### src/rtl/pulse_pacer_mc.sv
// Multi-channel pulse pacer: replays each request pulse as a stretched, gap-guaranteed pulse.
// Latency: request at cycle t appears on out_pulse at t+1; back-to-back rate 1 per HIGH_CYC+LOW_CYC.
// Backpressure: none upstream; bursts queue in a saturating per-channel counter, drops set sticky ovf.
// Optional: define PULSE_PACER_TOGGLE_EN for a toggle (NRZ) out_pulse instead of return-to-zero.
module pulse_pacer_mc #(
  parameter int CH       = 4,
  parameter int CNT_W    = 4,
  parameter int HIGH_CYC = 3,
  parameter int LOW_CYC  = 3
) (
  input  logic          clka,
  input  logic          rsta,
  input  logic [CH-1:0] in_pulse,
  input  logic [CH-1:0] ovf_clr,
  output logic [CH-1:0] out_pulse,
  output logic [CH-1:0] busy,
  output logic [CH-1:0] ovf
);

  localparam int MAX_CYC = (HIGH_CYC > LOW_CYC) ? HIGH_CYC : LOW_CYC;
  localparam int TW      = $clog2(MAX_CYC + 1);

  localparam logic [CNT_W-1:0] PEND_MAX = '1;
  localparam logic [TW-1:0]    T_HIGH   = TW'(HIGH_CYC - 1);
  localparam logic [TW-1:0]    T_LOW    = TW'(LOW_CYC - 1);

  typedef enum logic [1:0] {IDLE, HIGH, LOW} state_t;

  // Zero-length phases would make the pacing meaningless
  if (HIGH_CYC < 1 || LOW_CYC < 1) begin : g_bad_cfg
    $error("pulse_pacer_mc: HIGH_CYC and LOW_CYC must both be >= 1");
  end

  for (genvar i = 0; i < CH; i++) begin : g_ch
    state_t           state, state_nxt;
    logic [TW-1:0]    tmr, tmr_nxt;
    logic [CNT_W-1:0] pend, pend_nxt;
    logic             take, avail, drop;
    logic             out_q, out_nxt;
    logic             busy_q, busy_nxt;
    logic             ovf_q, ovf_nxt;

    // Phase sequencing: an event is taken on entry to HIGH from IDLE or at the end of LOW
    always_comb begin
      state_nxt = state;
      tmr_nxt   = tmr;
      take      = 1'b0;
      avail     = (pend != '0) | in_pulse[i];
      case (state)
        IDLE: begin
          if (avail) begin
            take      = 1'b1;
            state_nxt = HIGH;
            tmr_nxt   = T_HIGH;
          end
        end
        HIGH: begin
          if (tmr == '0) begin
            state_nxt = LOW;
            tmr_nxt   = T_LOW;
          end else begin
            tmr_nxt = tmr - TW'(1);
          end
        end
        LOW: begin
          if (tmr == '0) begin
            if (avail) begin
              take      = 1'b1;
              state_nxt = HIGH;
              tmr_nxt   = T_HIGH;
            end else begin
              state_nxt = IDLE;
            end
          end else begin
            tmr_nxt = tmr - TW'(1);
          end
        end
        default: state_nxt = IDLE;
      endcase
    end

    // Pending counter, overflow flag and registered output values
    always_comb begin
      pend_nxt = pend;
      drop     = 1'b0;
      // take with pend==0 implies a live input, so the decrement branch never underflows
      if (in_pulse[i] && !take) begin
        if (pend == PEND_MAX) drop = 1'b1;
        else                  pend_nxt = pend + CNT_W'(1);
      end else if (!in_pulse[i] && take) begin
        pend_nxt = pend - CNT_W'(1);
      end
      // a drop in the same cycle as a clear keeps the flag set
      ovf_nxt  = drop | (ovf_q & ~ovf_clr[i]);
      busy_nxt = (state_nxt != IDLE) | (pend_nxt != '0);
`ifdef PULSE_PACER_TOGGLE_EN
      out_nxt  = out_q ^ take;
`else
      out_nxt  = (state_nxt == HIGH);
`endif
    end

    // Channel state register; reset discards everything in flight
    always_ff @(posedge clka or posedge rsta) begin
      if (rsta) begin
        state  <= IDLE;
        tmr    <= '0;
        pend   <= '0;
        out_q  <= 1'b0;
        busy_q <= 1'b0;
        ovf_q  <= 1'b0;
      end else begin
        state  <= state_nxt;
        tmr    <= tmr_nxt;
        pend   <= pend_nxt;
        out_q  <= out_nxt;
        busy_q <= busy_nxt;
        ovf_q  <= ovf_nxt;
      end
    end

    assign out_pulse[i] = out_q;
    assign busy[i]      = busy_q;
    assign ovf[i]       = ovf_q;
  end

endmodule
### config.mk
export PLATFORM = sky130hd
export DESIGN_NAME = pulse_pacer_mc
export DESIGN_NICKNAME = d
export VERILOG_FILES = /design/src/rtl/pulse_pacer_mc.sv
export SDC_FILE = /design/constraint.sdc
export NUM_CORES = 1
export LEC_CHECK = 0
export CAP_MARGIN = 20
export CORE_MARGIN = 5
export CORE_UTILIZATION = 50
export CTS_CLUSTER_DIAMETER = 60
export DETAILED_ROUTE_END_ITERATION = 7
export GPL_TIMING_DRIVEN = 0
export HOLD_SLACK_MARGIN = 0.12
export PLACE_DENSITY = 0.69
export SLEW_MARGIN = 30
export SYNTH_ARGS = -nofsm -noshare
export SYNTH_HDL_FRONTEND = slang
export SYNTH_SLANG_ARGS = --single-unit
export TNS_END_PERCENT = 5
### constraint.sdc
create_clock -name clka -period 6.4 [get_ports clka]
set_input_delay 1.28 -clock clka [delete_from_list [all_inputs] [get_ports clka]]
set_output_delay 1.28 -clock clka [all_outputs]
set_load 0.01 [all_outputs]
* Word level (Yosys, flattened, before mapping) *
Index checks and enable logic that the tools add are counted.

cells by class
  equal/unequal tests = 16
  multiplexer cells = 68
  bitwise logic cells = 20
  reductions and logical operators = 40
  add/subtract/negate cells = 12

operators with widths
  operator                                              count
  2-to-1 mux 2 bit                                      24
  2-to-1 mux 4 bit                                      12
  one-hot mux 2 bit (3 select lines)                    8
  nonzero test 4 bit                                    8
  2-to-1 mux 1 bit                                      20
  adder 4 x 1 -> 4 bit (second input constant)          4
  equality test 2 x 1 -> 1 bit (second input constant)  8
  equality test 4 bit (second input constant)           4
  zero test 2 bit                                       8
  subtractor 4 x 1 -> 4 bit (second input constant)     4
  bitwise OR 1 bit                                      12
  nonzero test 3 bit                                    4
  equality test 2 bit (second input constant)           4
  logical AND 1 bit                                     8
  zero test 1 bit                                       8
  one-hot mux 1 bit (2 select lines)                    4
  nonzero test 2 bit                                    4
  subtractor 2 x 1 -> 2 bit (second input constant)     4
  bitwise AND 1 bit                                     4
  NOT 1 bit                                             4

word-level totals
  output and inout port bits = 12
  register bits = 44

* Depth between registers and ports, before layout *
Gate-level depths: netlist (run 1).

  word-level depth = 10
  depth in mapped cells = 7
  depth with buffers taken out = 7

* Worst setup path before layout (run 1) *
OpenSTA, ideal clock, no wires.

  path kind = input -> register
  start = input port in_pulse[3]
  end = register g_ch[3].busy_q
  setup slack = 3,445 ps
  path buffers = 0
  data arrival time = 2,817 ps
  stages = 5
  cell sequence = nor4b_4 > nor3_2 > or3_1 > a311o_1 > or4_1

on the way
  longest elaborated chain between the ends = 9
  elaborated cells on any way between the ends = 17
  classes of those cells = mux: 9; bitwise: 2; reduce/logical: 6

ends and longest elaborated chain
  item                                                   line    source
  start: declaration                                     13      input logic [CH-1:0] in_pulse,
  bitwise OR 1 bit                                       48      avail = (pend != '0) | in_pulse[i];
  2-to-1 mux 1 bit                                       51, 67
  2-to-1 mux 1 bit                                       66      if (tmr == '0) begin
  one-hot mux 1 bit (2 select lines)                     49      case (state)
  logical AND 1 bit or zero test 1 bit (tied branches)   90, 87
  2-to-1 mux 4 bit or logical AND 1 bit (tied branches)  90, 87
  2-to-1 mux 4 bit                                       87      if (in_pulse[i] && !take) begin
  nonzero test 4 bit                                     95      busy_nxt = (state_nxt != IDLE) | (pend_nxt != '0);
  bitwise OR 1 bit *                                     95
  net g_ch[3].busy_nxt                                   40      logic busy_q, busy_nxt;
  end signal: assignment                                 117     busy_q <= busy_nxt;
  end: declaration                                       40

Mark *: on every way through the listed nets, which the timed path passes. The rest lies on a longest branch.
A chain may end at the register's enable or synchronous reset.

* Worst setup path in the final report (run 1) *
  start = input port in_pulse[0]
  end = register g_ch[0].busy_q

on the way
  longest elaborated chain between the ends = 9
  elaborated cells on any way between the ends = 17
  classes of those cells = mux: 9; bitwise: 2; reduce/logical: 6

ends and longest elaborated chain
  item                                                   line
  bitwise OR 1 bit                                       48
  2-to-1 mux 1 bit                                       51, 67
  2-to-1 mux 1 bit                                       66
  one-hot mux 1 bit (2 select lines)                     49
  logical AND 1 bit or zero test 1 bit (tied branches)   90, 87
  2-to-1 mux 4 bit or logical AND 1 bit (tied branches)  90, 87
  2-to-1 mux 4 bit                                       87
  nonzero test 4 bit                                     95
  bitwise OR 1 bit *                                     95
  net g_ch[0].busy_nxt                                   40
  end signal: assignment                                 117
  end: declaration                                       40

Marks and branches as above.

==> results_dict.tcl, run 1 <==
set metrics [dict create \
    synthCells 370 \
    finalInstanceArea_mm2 0.00373 \
    period_share_pct 52.8 \
    critPathMaxFanout 4 \
    postRouteAntennaNets 0 \
    p_leak_nw 1.63 \
    fillCellCount 586 \
    die_y_um 91.6 \
    hold_start "g_ch[3].ovf_q" \
    skew_ns 0.0125 \
    die_width_um 91.6 \
    synth.largest_area_cell "dfrtp_1" \
    r2r_start "g_ch[0].pend[0]" \
    rows 29 \
    end_kind "register" \
    h-tree-depth 2 \
    setup_viol 0 \
    final_hold_viol_count 0 \
    crit_start "in_pulse[0]" \
    cts_tree "built" \
    synth-edff-count 0 \
    fmax_mhz 296 \
    hpwl_mm 4.67 \
    crit_family "simple AND/OR/NAND/NOR gates" \
    place_area_mm2 0.00364 \
    max_slew_margin_pct 44.3 \
    diodes 0 \
    drtPass1Iterations 5 \
    arrival_ns 3.57 \
    start_util_pct 51.9 \
    core_area_mm2 0.00642 \
    pin_count 22 \
    clk_pin_slew_ns 0.09 \
    ys_ff_latch 44 \
    vdd_ir_drop_max_v 0.000173 \
    drc_errors 0 \
    grt_antenna_before_repair 0 \
    holdWs_ns 0.539 \
    gp_congestion 0.816 \
    pre_cts_ws_ns 2.67 \
    die_area_mm2 0.00840 \
    grt_pass1_wl_mm 11.1 \
    max_stage_delay_ns 0.59 \
    synth_area_leaders "dfrtp_1 33%, ha_1 17%, inv_1 4.6%" \
    root_buffer "clkbuf_8" \
    grt_use_total_pct 15.7 \
    critPathLaunchType "primary input" \
    ys.flop_type "dfrtp_1" \
    vias 2665 \
    numCtsBuffers 5 \
    finalCriticalPeriod_ns 3.38 \
    ys_warn_count 0 \
    hold_class "register to register" \
    nNetsFinal 452 \
    path_class "primary input to register" \
    cts_setup_buffers 0 \
    synthesis.area_mm2 0.00333 \
    totalWireLength_mm 6.25 \
    grt_pass1_vias 2515 \
    crit_path_cell_trace "clkdlybuf4s50_1, nor4b_1, o21ai_1, mux2i_1, a2111oi_0, or3b_1" \
    syn_nets 424 \
    via_per_inst 5.60 \
    drv_slew 0 \
    async_flop_share_pct 100 \
    syn_to_final_growth_pct 11.9 \
    synth_area_per_cell_um2 9.01 \
    cts-hold-fix-buffers 0 \
    drtIter0Drc 130 \
    required_ns 6.59 \
    ys_types 59 \
    critPathBufInv 1 \
    portBuffers 21 \
    synth_top_area_share_pct 33.0 \
    tns_ns 0 \
    grt_overflow_total 0 \
    critPathSlowestCell "nor4b_1" \
    synth_seq_area_share_pct 33.0 \
    layout_setup_ws_ns 3.02 \
    clock_latency_ns 0.30 \
    rsz0062_at_grt "false" \
    drive_above_1_share_pct 9.27 \
    final_cell_mix "44 x ha_1, 44 x dfrtp_1, 40 x inv_1" \
    tightest_slew_ns 0.833 \
    grt_max_degree 45 \
    clkSinkCount 44 \
    ctsResizeCount 0 \
    cts_buffer_depth 2 \
    pwr_density_cell_mw_per_mm2 463 \
    cap_violations 0 \
    routedWlPerCell_um 13.1 \
    status "completed" \
]
## area by class of cell
cell class	instances	area [um2]	share of cell area, %
Buffer	19	124	3.32
Clock buffer	5	68.8	1.85
Clock inverter	3	18.8	0.503
Inverter	41	156	4.19
Multi-Input combinational cell	266	1950	52.4
Sequential cell	44	1100	29.5
Tap cell	77	96.3	2.58
Timing Repair Buffer	21	210	5.64
## path summary, 6_finish.rpt
path,endpoint,slack [ns],cells past startpoint
min in group asynchronous,g_ch[2].tmr[0],1.38,2
max in group asynchronous,g_ch[3].tmr[1],4.65,2
min,g_ch[3].ovf_q,0.54,2
max reg2reg,g_ch[0].busy_q,3.66,7
min reg2reg,g_ch[3].ovf_q,0.54,2
max,g_ch[0].busy_q,3.02,6
## power breakdown
part / switching (mW) / leakage, nW / internal [mW]
Clock: 0.102 / 0.0479 / 0.0763
Sequential: 0.121 / 0.515 / 0.397
Combinational: 0.553 / 1.07 / 0.478
Total: 0.776 / 1.63 / 0.952
## metal layers
metal,global-route usage [%],wire [um],vias to the layer above
met3,2.13,221,7
met1,22.0,3060,1250
met5,0,0,-
li1,-,-,1356
met4,6.03,109,0
met2,24.8,2860,52
## worst register-to-register path, stage by stage, from the launching register on
cell and delay (ns):
dfrtp_1 0.45, inv_1 0.16, ha_1 0.19, nor4b_1 0.57
o21ai_1 0.25, mux2i_1 0.16, a2111oi_0 0.45, or3b_1 0.39
## state kept, by name, summed over array words and instances (netlist names)
| signal | count |
|---|---|
| g_ch.busy_q | 4 |
| g_ch.out_q | 4 |
| g_ch.ovf_q | 4 |
| g_ch.pend | 16 |
| g_ch.state | 8 |
| g_ch.tmr | 8 |
## per-stage QoR
stage                     utilization (%)  instances  power (mW)
after floorplan                         -        370        1.30
after global placement               56.7        468        1.52
after detailed placement             56.7        468        1.55
after CTS                            58.1        476        1.73
after global routing                 58.1        476        1.90
final                                58.1        476        1.73
## kinds of logic (layout without fill, tap and decap cells)
kind of cell	count (synthesis)	after routing	synth area share (%)
AND/OR/NAND/NOR	116	116	20.5
AO/OA/AOI/OAI	94	94	18.2
buffers and inverters	60	89	8.34
adder cells (fa/ha/maj)	44	44	16.5
flip-flops	44	44	33.0
XOR/XNOR	6	6	1.58
multiplexers	6	6	1.88
## cells in the mapped netlist (all sizes together) (8+ instances only)
cell	number
nor2	17
a31oi	10
nor2b	12
nand3	17
ha	44
inv	41
nand2	23
o21ai	21
nor3	8
dfrtp	44
a21oi	23
buf	13
Note: power is estimated with default switching activity, not from simulation.
==> run 2: changes to the inputs <==
--- a/config.mk
+++ b/config.mk
@@ -12,7 +12,7 @@
 export DETAILED_ROUTE_END_ITERATION = 7
 export GPL_TIMING_DRIVEN = 0
 export HOLD_SLACK_MARGIN = 0.12
-export PLACE_DENSITY = 0.69
+export PLACE_DENSITY = 0.72
 export SLEW_MARGIN = 30
 export SYNTH_ARGS = -nofsm -noshare
 export SYNTH_HDL_FRONTEND = slang
==> constraint.sdc (replaced) <==
create_clock -name clka -period 3.08 [get_ports clka]
set_input_delay 0.616 -clock clka [delete_from_list [all_inputs] [get_ports clka]]
set_output_delay 0.616 -clock clka [all_outputs]
set_load 0.01 [all_outputs]
==> results_dict.tcl, run 2 (synthesis results as in run 1) <==
set metrics [dict create \
    syn_to_final_growth_pct 14.8 \
    grt_pass1_vias 2572 \
    pin_count 22 \
    totalWireLength_mm 6.42 \
    finalInstanceArea_mm2 0.00382 \
    max_stage_delay_ns 0.61 \
    tns_ns 0 \
    ctsResizeCount 0 \
    die_area_mm2 0.00840 \
    dp_cells 469 \
    whs_endpoint "g_ch[0].ovf_q" \
    end_kind "register" \
    hpwl_mm 4.80 \
    clock_latency_ns 0.30 \
    rows 29 \
    tightest_slew_ns 0.879 \
    grt_pass1_wl_mm 11.6 \
    power.total_mw 3.85 \
    drc_errors 0 \
    h-tree-depth 2 \
    die_y_um 91.6 \
    reg2reg_to "g_ch[0].busy_q" \
    status "completed" \
    fmax_mhz 360 \
    crit_path_cell_trace "clkdlybuf4s50_1, nor4b_1, o21ai_1, mux2i_1, a2111oi_0, or3b_1" \
    wl_met2_mm 3.08 \
    reg_top3 "g_ch.pend x16, g_ch.state x8, g_ch.tmr x8" \
    final_cell_count_no_fill 477 \
    drtPass1Iterations 4 \
    hold_class "register to register" \
    p_leak_nw 1.67 \
    clk_pin_slew_ns 0.09 \
    max_slew_margin_pct 41.3 \
    final_hold_viol_count 0 \
    path_class "primary input to register" \
    required_ns 3.26 \
    r2r_start "g_ch[0].pend[0]" \
    hold_start "g_ch[0].ovf_q" \
    period_share_pct 90.2 \
    critPathSlowestCell "nor4b_1" \
    core_area_mm2 0.00642 \
    finalCriticalPeriod_ns 2.78 \
    start_util_pct 51.9 \
    grt_overflow_total 0 \
    hold_depth 2 \
    grt_max_degree 25 \
    critPathMaxFanout 4 \
    root_buffer "clkbuf_8" \
    diodes 0 \
    setup_viol 0 \
    cts_tree "built" \
    routedWlPerCell_um 13.5 \
    gp_congestion 0.864 \
    grt_antenna_before_repair 0 \
    vdd_ir_drop_max_v 0.000469 \
    nNetsFinal 453 \
    die_width_um 91.6 \
    final_util_pct 59.6 \
    critPathLaunchType "primary input" \
    reg2reg_depth 7 \
    wl_met1_mm 3.11 \
    highest_layer "met4" \
    holdWs_ns 0.540 \
    cts_buffer_depth 2 \
    regMostFlops "g_ch.pend" \
    rsz0062_at_grt "false" \
    final_cell_mix "44 x ha_1, 44 x dfrtp_1, 40 x inv_1" \
    pre_cts_ws_ns -0.00341 \
    drive_above_1_share_pct 9.50 \
    numCtsBuffers 5 \
    skew_ns 0.00987 \
    vias 2737 \
    postRouteAntennaNets 0 \
    clkSinkCount 44 \
    portBuffers 21 \
    cts-hold-fix-buffers 0 \
    drv_slew 0 \
    grt_use_total_pct 16.2 \
    layout_setup_ws_ns 0.303 \
    cap_violations 0 \
    arrival_ns 2.95 \
    wl_met3_um 187 \
    place_area_mm2 0.00367 \
    largest_reg_flops 16 \
    via_per_inst 5.74 \
    drtIter0Drc 180 \
    rrSetupSlack_ns 0.32 \
    cts_setup_buffers 0 \
    pwr_density_cell_mw_per_mm2 1010 \
]
## run 2: how the worst max path moves through the flow
| stage | cells after the start | endpoint | startpoint | slack (ns) |
|---|---|---|---|---|
| 4_1_cts | 6 | g_ch[0].busy_q | in_pulse[0] | 0.31 |
| 3_5_place_dp | 6 | g_ch[0].busy_q | in_pulse[0] | -0.003 |
| 3_3_place_gp | 6 | g_ch[0].busy_q | in_pulse[0] | -0.02 |
| 6_report | 6 | g_ch[0].busy_q | in_pulse[0] | 0.30 |
| 2_1_floorplan | 5 | g_ch[3].busy_q | in_pulse[3] | 0.79 |
| 5_1_grt | 7 | g_ch[0].busy_q | g_ch[0].pend[0] | 0.12 |
## run 2: metal layers
layer / GRT usage, % / vias to the layer above
met3: 3.11 / 6
met5: 0 / -
met2: 26.7 / 48
met4: 3.64 / 0
li1: - / 1361
met1: 22.0 / 1322
## run 2: power breakdown
part	switching (mW)	internal, mW	total, mW
combinational	1.15	0.998	2.15
sequential	0.263	0.826	1.09
clock	0.210	0.406	0.615
total	1.63	2.23	3.85
## run 2: cell type report
class                   count  area [um2]
multi-input cells         266        1950
clock inverters             3        90.1
inverters                  41         154
repair buffers             22         238
well taps                  77        96.3
fillers                   582        2600
flip-flops and latches     44        1100
plain buffers              19         124
clock buffers               5        68.8
## run 2: critical path, delay by kind of cell
kind	cells	cell delay (ns)
simple gates	2	1.02
mux	1	0.17
compound gates	2	0.71
buf+inv	1	0.44
